$ cat src/rtl/fifo_vr_wm_if.sv
// rtl/fifo_vr_wm_if.sv - valid/ready write and read channels of fifo_vr_wm
interface fifo_vr_wm_if #(
  parameter int DATA_WIDTH = 32
);
  logic                  in_valid_i;
  logic                  in_ready_o;
  logic [DATA_WIDTH-1:0] in_data_i;
  logic                  out_valid_o;
  logic                  out_ready_i;
  logic [DATA_WIDTH-1:0] out_data_o;

  // producer + consumer side (drives writes, accepts reads)
  modport master (
    output in_valid_i, in_data_i, out_ready_i,
    input  in_ready_o, out_valid_o, out_data_o
  );

  // FIFO side
  modport slave (
    input  in_valid_i, in_data_i, out_ready_i,
    output in_ready_o, out_valid_o, out_data_o
  );
endinterface

$ cat src/rtl/fifo_vr_wm.sv
// rtl/fifo_vr_wm.sv - valid/ready FIFO with count, free, threshold flags and watermark; optional FIFO_BYPASS_EN
module fifo_vr_wm #(
  parameter int DATA_WIDTH = 32,
  parameter int DEPTH      = 6,
  parameter int CNT_WIDTH  = $clog2(DEPTH + 1)
) (
  input  logic                 clk,
  input  logic                 rst,
  input  logic                 flush_i,
  fifo_vr_wm_if.slave          bus,
  input  logic [CNT_WIDTH-1:0] af_level_i,
  input  logic [CNT_WIDTH-1:0] ae_level_i,
  output logic [CNT_WIDTH-1:0] count_o,
  output logic [CNT_WIDTH-1:0] free_o,
  output logic                 full_o,
  output logic                 empty_o,
  output logic                 afull_o,
  output logic                 aempty_o,
  output logic [CNT_WIDTH-1:0] max_cnt_o
);

  localparam int                   PTR_WIDTH = (DEPTH > 1) ? $clog2(DEPTH) : 1;
  localparam logic [PTR_WIDTH-1:0] LAST_PTR  = PTR_WIDTH'(DEPTH - 1);
  localparam logic [CNT_WIDTH-1:0] DEPTH_CNT = CNT_WIDTH'(DEPTH);

  logic [DATA_WIDTH-1:0] mem [DEPTH];
  logic [PTR_WIDTH-1:0]  wr_ptr;
  logic [PTR_WIDTH-1:0]  rd_ptr;
  logic [CNT_WIDTH-1:0]  count;
  logic [CNT_WIDTH-1:0]  count_nxt;
  logic [CNT_WIDTH-1:0]  max_cnt;
  logic                  push;
  logic                  pop;
  logic                  wr_en;
  logic                  rd_en;

  assign full_o  = (count == DEPTH_CNT);
  assign empty_o = (count == '0);

  // in_ready depends on state only, so a full FIFO refuses a write even when a pop happens
  assign bus.in_ready_o = !full_o;

  assign push = bus.in_valid_i & bus.in_ready_o;
  assign pop  = bus.out_valid_o & bus.out_ready_i;

`ifdef FIFO_BYPASS_EN
  logic bypass;

  // an empty FIFO presents the incoming word directly to the consumer
  assign bypass          = empty_o & bus.in_valid_i;
  assign bus.out_valid_o = !empty_o | bus.in_valid_i;
  assign bus.out_data_o  = bypass ? bus.in_data_i : mem[rd_ptr];

  // a word that passes straight through is never stored and never read from storage
  assign wr_en = push & !(bypass & bus.out_ready_i);
  assign rd_en = pop & !empty_o;
`else
  assign bus.out_valid_o = !empty_o;
  assign bus.out_data_o  = mem[rd_ptr];

  assign wr_en = push;
  assign rd_en = pop;
`endif

  // next occupancy: a simultaneous write and read leaves it unchanged
  always_comb begin
    count_nxt = count;
    case ({wr_en, rd_en})
      2'b10:   count_nxt = count + CNT_WIDTH'(1);
      2'b01:   count_nxt = count - CNT_WIDTH'(1);
      default: count_nxt = count;
    endcase
  end

  // storage is not reset; a write in a flush cycle is dropped
  always_ff @(posedge clk) begin
    if (!rst && !flush_i && wr_en) begin
      mem[wr_ptr] <= bus.in_data_i;
    end
  end

  // pointers, count and watermark; reset beats flush, flush beats push/pop
  always_ff @(posedge clk) begin
    if (rst || flush_i) begin
      wr_ptr  <= '0;
      rd_ptr  <= '0;
      count   <= '0;
      max_cnt <= '0;
    end else begin
      if (wr_en) begin
        wr_ptr <= (wr_ptr == LAST_PTR) ? '0 : wr_ptr + PTR_WIDTH'(1);
      end
      if (rd_en) begin
        rd_ptr <= (rd_ptr == LAST_PTR) ? '0 : rd_ptr + PTR_WIDTH'(1);
      end
      count <= count_nxt;
      if (count_nxt > max_cnt) begin
        max_cnt <= count_nxt;
      end
    end
  end

  // status outputs; thresholds act on the live level inputs
  assign count_o   = count;
  assign free_o    = DEPTH_CNT - count;
  assign max_cnt_o = max_cnt;
  assign afull_o   = (count >= af_level_i);
  assign aempty_o  = (count <= ae_level_i);

endmodule

$ cat src/flat_wrapper.sv
// flat-port wrapper written by rule: the top's interface ports become plain ports
module fifo_vr_wm_flat 
#(
  parameter int DATA_WIDTH = 32,
  parameter int DEPTH      = 6,
  parameter int CNT_WIDTH  = $clog2(DEPTH + 1)
)
  (clk, rst, flush_i, af_level_i, ae_level_i, count_o, free_o, full_o, empty_o, afull_o, aempty_o, max_cnt_o, bus_in_valid_i, bus_in_data_i, bus_out_ready_i, bus_in_ready_o, bus_out_valid_o, bus_out_data_o);
  fifo_vr_wm_if #(.DATA_WIDTH(DATA_WIDTH)) bus_i ();
  input  logic clk;
  input  logic rst;
  input  logic flush_i;
  input  logic [CNT_WIDTH-1:0] af_level_i;
  input  logic [CNT_WIDTH-1:0] ae_level_i;
  output logic [CNT_WIDTH-1:0] count_o;
  output logic [CNT_WIDTH-1:0] free_o;
  output logic full_o;
  output logic empty_o;
  output logic afull_o;
  output logic aempty_o;
  output logic [CNT_WIDTH-1:0] max_cnt_o;
  input wire logic [$bits(bus_i.in_valid_i)-1:0] bus_in_valid_i;
  input wire logic [$bits(bus_i.in_data_i)-1:0] bus_in_data_i;
  input wire logic [$bits(bus_i.out_ready_i)-1:0] bus_out_ready_i;
  output wire logic [$bits(bus_i.in_ready_o)-1:0] bus_in_ready_o;
  output wire logic [$bits(bus_i.out_valid_o)-1:0] bus_out_valid_o;
  output wire logic [$bits(bus_i.out_data_o)-1:0] bus_out_data_o;
  assign bus_i.in_valid_i = bus_in_valid_i;
  assign bus_i.in_data_i = bus_in_data_i;
  assign bus_i.out_ready_i = bus_out_ready_i;
  assign bus_in_ready_o = bus_i.in_ready_o;
  assign bus_out_valid_o = bus_i.out_valid_o;
  assign bus_out_data_o = bus_i.out_data_o;
  fifo_vr_wm #(.DATA_WIDTH(DATA_WIDTH), .DEPTH(DEPTH), .CNT_WIDTH(CNT_WIDTH)) u_core (.clk(clk), .rst(rst), .flush_i(flush_i), .bus(bus_i), .af_level_i(af_level_i), .ae_level_i(ae_level_i), .count_o(count_o), .free_o(free_o), .full_o(full_o), .empty_o(empty_o), .afull_o(afull_o), .aempty_o(aempty_o), .max_cnt_o(max_cnt_o));
endmodule
$ cat config.mk
export PLATFORM = sky130hd
export DESIGN_NAME = fifo_vr_wm_flat
export DESIGN_NICKNAME = d
export VERILOG_FILES = /design/src/rtl/fifo_vr_wm_if.sv /design/src/rtl/fifo_vr_wm.sv /design/src/flat_wrapper.sv
export SDC_FILE = /design/constraint.sdc
export NUM_CORES = 1
export LEC_CHECK = 0
export CAP_MARGIN = 0
export CORE_AREA = 2 2 125 127
export DETAILED_ROUTE_END_ITERATION = 10
export DIE_AREA = 0 0 127 129
export PLACE_DENSITY = 0.77
export SYNTH_ARGS = -nofsm -noshare
export SYNTH_HDL_FRONTEND = slang
export SYNTH_SLANG_ARGS = --single-unit
$ cat constraint.sdc
create_clock -name clk -period 4.74 [get_ports clk]
set_input_delay 0.711 -clock clk [delete_from_list [all_inputs] [get_ports clk]]
set_output_delay 0.711 -clock clk [all_outputs]
set_load 0.05 [all_outputs]
==> impl_results.md <==
- Critical Path, Cell by Cell: buf_4 -> mux4_2 -> nor2_1 -> a21oi_1 -> clkdlybuf4s50_1
- CTS-repair resized insts: 0
- Syn Nets: between 500 and 600
- WL final: about 15000 um
- Number of flops mapped to enable cells by yosys: 192
- Most common cell in the netlist: edfxtp_1
- DRC: 0
- Adder-cell share of the synthesized area: between 2 and 2.5%
- # setup viols final: 0
- Die Y-Extent: roughly 130 um
- CP Launch Type: register
- Simple-Gate Fraction of Synth Area: approximately 4.3%
- Area of the multi-input gates: roughly 0.0019 mm^2
- Seq/Total Area, Yosys: about 74%
- Share of flip-flops with an asynchronous set or reset: 0%
- Post-layout util: roughly two thirds
- Main combinational cell family by area after synthesis: multiplexers
- CP Class: register to primary output
- Rel. slew slack: between 20% and 30%
- Area leader, netlist: edfxtp_1
- First-pass GRT wire length: between 20000 and 25000 um
- Initial DRC Count: 305
- Sum Neg Setup Slack: 0 ns
- Max Fclk: ~270 MHz
- Register area: between 0.006 and 0.007 mm^2
- Drt wl/cell: between 20 and 25 um
- Synth Area in Compound Gates: under 10%
- Slew @ Worst Pin: between 1 and 1.5 ns
- Max Slew Vio Count: 0
- Die width: roughly 130 um
- Switching portion of total power: 20.7%
- # fillers: just over 1k
- Ports: 90
- Via count: about 4.1k
- Post-route ant nets: 0
- Mapped Cells: about 450
- Total GRT Usage: 19.1%
- Initial antenna violation count: 1
- Unrepaired setup endpoints after global routing: no
- Synth top area cells: edfxtp_1, mux4_2, mux2i_1
- Avg Vias per Cell: around 5.5
- Post-DP HPWL: between 8000 and 9000 um
- Delay of the slowest cell on the worst path: 0.73 ns
- Worst min path class: register to register
- CTS Root Cell: clkbuf_16
- Setup Skew: roughly 0.015 ns
- Setup Fix Bufs, Post-CTS: 0
- PortBufs: 89
- Crit path max fanout: 28
- Min cycle time layout: 3.72 ns
- Synthesized flop and latch total: between 200 and 250
- Post-synthesis xor/xnor area fraction: less than 1%
- Pint: 0.00307 W
- Vias in the first global route: 4505
- Core area: around 0.015 mm^2
- Final Hold Vio Count: 0
- Worst path bufs/invs: 2
- Sequential power share: 52.3%
- Yosys cell types: 40
- Clock Latency Late Sink: ~0.49 ns
- Pwr/cell area: between 300 and 400 mW/mm^2
- Top post-synthesis cells by count: edfxtp_1, nor2_1, a21oi_1
- Starting Density: approximately 55%
- Final worst path period share: between 70% and 80%
- CTS Buffer Depth: 3
- Worst path top cell family by delay: buffers and inverters
- TritonRoute pass-1 iters: 4
- CTS Buf Count: 21
- CTS tree: built
- Arrival time worst endpoint: between 3 and 4 ns
- Nets: roughly 600
- Post-Syn Area: 0.00817 mm^2
- Sink Count: between 200 and 250
- Placed Area: 0.00927 mm^2
- Crit end category: primary output
- Post-Layout Inst Area: between 0.009 and 0.01 mm^2
- GPL Wtd Cong: between 0.7 and 0.8
- Ant diodes: 0
- Cts hold-fix bufs: 0
- Number of max-cap violations: 0
- Ys flop type: edfxtp_1
- Sw power: around 0.0008 W
- Clock group share of total power: 40.8%
- Syn avg cell area: 18.3 um^2
- Comb pwr share: 6.9%
- Post-synthesis mux area share: about an eighth
- CP max-delay cell: clkdlybuf4s50_1
- Share of cells above drive strength 1: 15.1%
- Rows: 45
- Largest net degree at the start of global routing: 33
- Outcome: finished, final reports clean
- CP required: just over 4 ns
- Leakage: 3.24 nW
- Ys Warns: 0
- GRT Residual Overflow: 0
- H-tree depth: 1
- Top-area cell type share of the netlist area: between 70 and 80%
- Peak VDD IR: 0.345 mV
- Area delta synth->final: 21.6%
- Die area: approximately 0.016 mm^2
- Reg clk slew, reported paths: 0.05 ns
through the flow:
stage                     total power [W]  instances  setup slack [ns]  hold WS, ns
after global placement            0.00232        712             0.992        0.456
after CTS                         0.00390        750             0.968        0.484
after floorplan                   0.00222        446             0.521        0.454
after global routing              0.00400        750             0.812        0.517
final                             0.00387        750              1.02        0.480
after detailed placement          0.00233        712             0.807        0.474
power by group through the flow:
stage	clock network, W	registers (W)	logic, W
2_1_floorplan	0	0.00207	0.000149
3_3_place_gp	0	0.00206	0.000256
3_5_place_dp	0	0.00206	0.000267
4_1_cts	0.00161	0.00202	0.000269
5_1_grt	0.00169	0.00202	0.000287
6_report	0.00158	0.00202	0.000267
cells in the final DEF (no fill, tap or decap), drive strengths merged:
cell / netlist / routed
ha: 13 / 13
mux4: 32 / 32
xor2: 1 / 1
bufinv: 0 / 2
xnor2: 5 / 5
a211oi: 1 / 1
nand2b: 3 / 3
nor2b: 2 / 2
mux2i: 33 / 33
and2: 2 / 2
clkdlybuf4s50: 0 / 89
a21boi: 2 / 2
a21o: 2 / 2
edfxtp: 192 / 192
o21ai: 3 / 3
clkbuf: 5 / 29
nand3: 4 / 4
inv: 15 / 16
mux2: 2 / 2
buf: 15 / 9
nand4b: 1 / 1
or3: 3 / 3
nand2: 9 / 9
fa: 1 / 1
clkinv: 0 / 6
a21oi: 36 / 36
or2: 1 / 1
dfxtp: 15 / 15
nor3: 3 / 3
and3: 2 / 2
nor2: 41 / 41
or3b: 1 / 1
o21a: 1 / 1
routing by layer:
layer / up-vias / GRT usage (%) / routed length, um
li1: 1935 / - / -
met2: 101 / 33.5 / 7970
met4: 2 / 5.49 / 212
met3: 17 / 3.70 / 704
met1: 2088 / 24.7 / 6150
met5: - / 0 / 11
path summary, 6_finish.rpt:
check                            from                   to  slack, ns  cells after the start
setup / recovery             register    bus_out_data_o[2]       1.02                      5
setup reg to reg    u_core.count_o[0]  u_core.max_cnt_o[0]       1.09                     14
hold reg to reg   u_core.max_cnt_o[1]  u_core.max_cnt_o[1]       0.48                      2
hold / removal    u_core.max_cnt_o[1]  u_core.max_cnt_o[1]       0.48                      2
registers in the layout (all words and copies together), names as in the netlist, named ones only:
name,cells
u_core.mem,192
u_core.wr_ptr,3
u_core.count_o,3
u_core.max_cnt_o,3
u_core.rd_ptr,3
logic make-up (layout without fill, tap and decap cells):
group | Yosys count | count (layout)
AOI/OAI and AO/OA | 45 | 45
xor gates and xnor gates | 6 | 6
adders and majority gates | 14 | 14
buffers and inverters | 35 | 151
DFF | 207 | 207
muxes | 67 | 67
and+or+nand+nor | 72 | 72
tightest hold or removal path: stages (launching register included):
cell     delay (ns)
dfxtp_1        0.32
nand2_1        0.05
mux2i_1        0.06
area by class of cell:
type                       count  area share, %
sequential                   207           61.1
timing repair buffer          98           9.77
multi-input combinational    204           19.5
clock buffer                  29           5.69
tap                          188           2.37
inverter                      15          0.567
clock inverter                 9          0.957
Note: power is estimated with default switching activity, not from simulation.
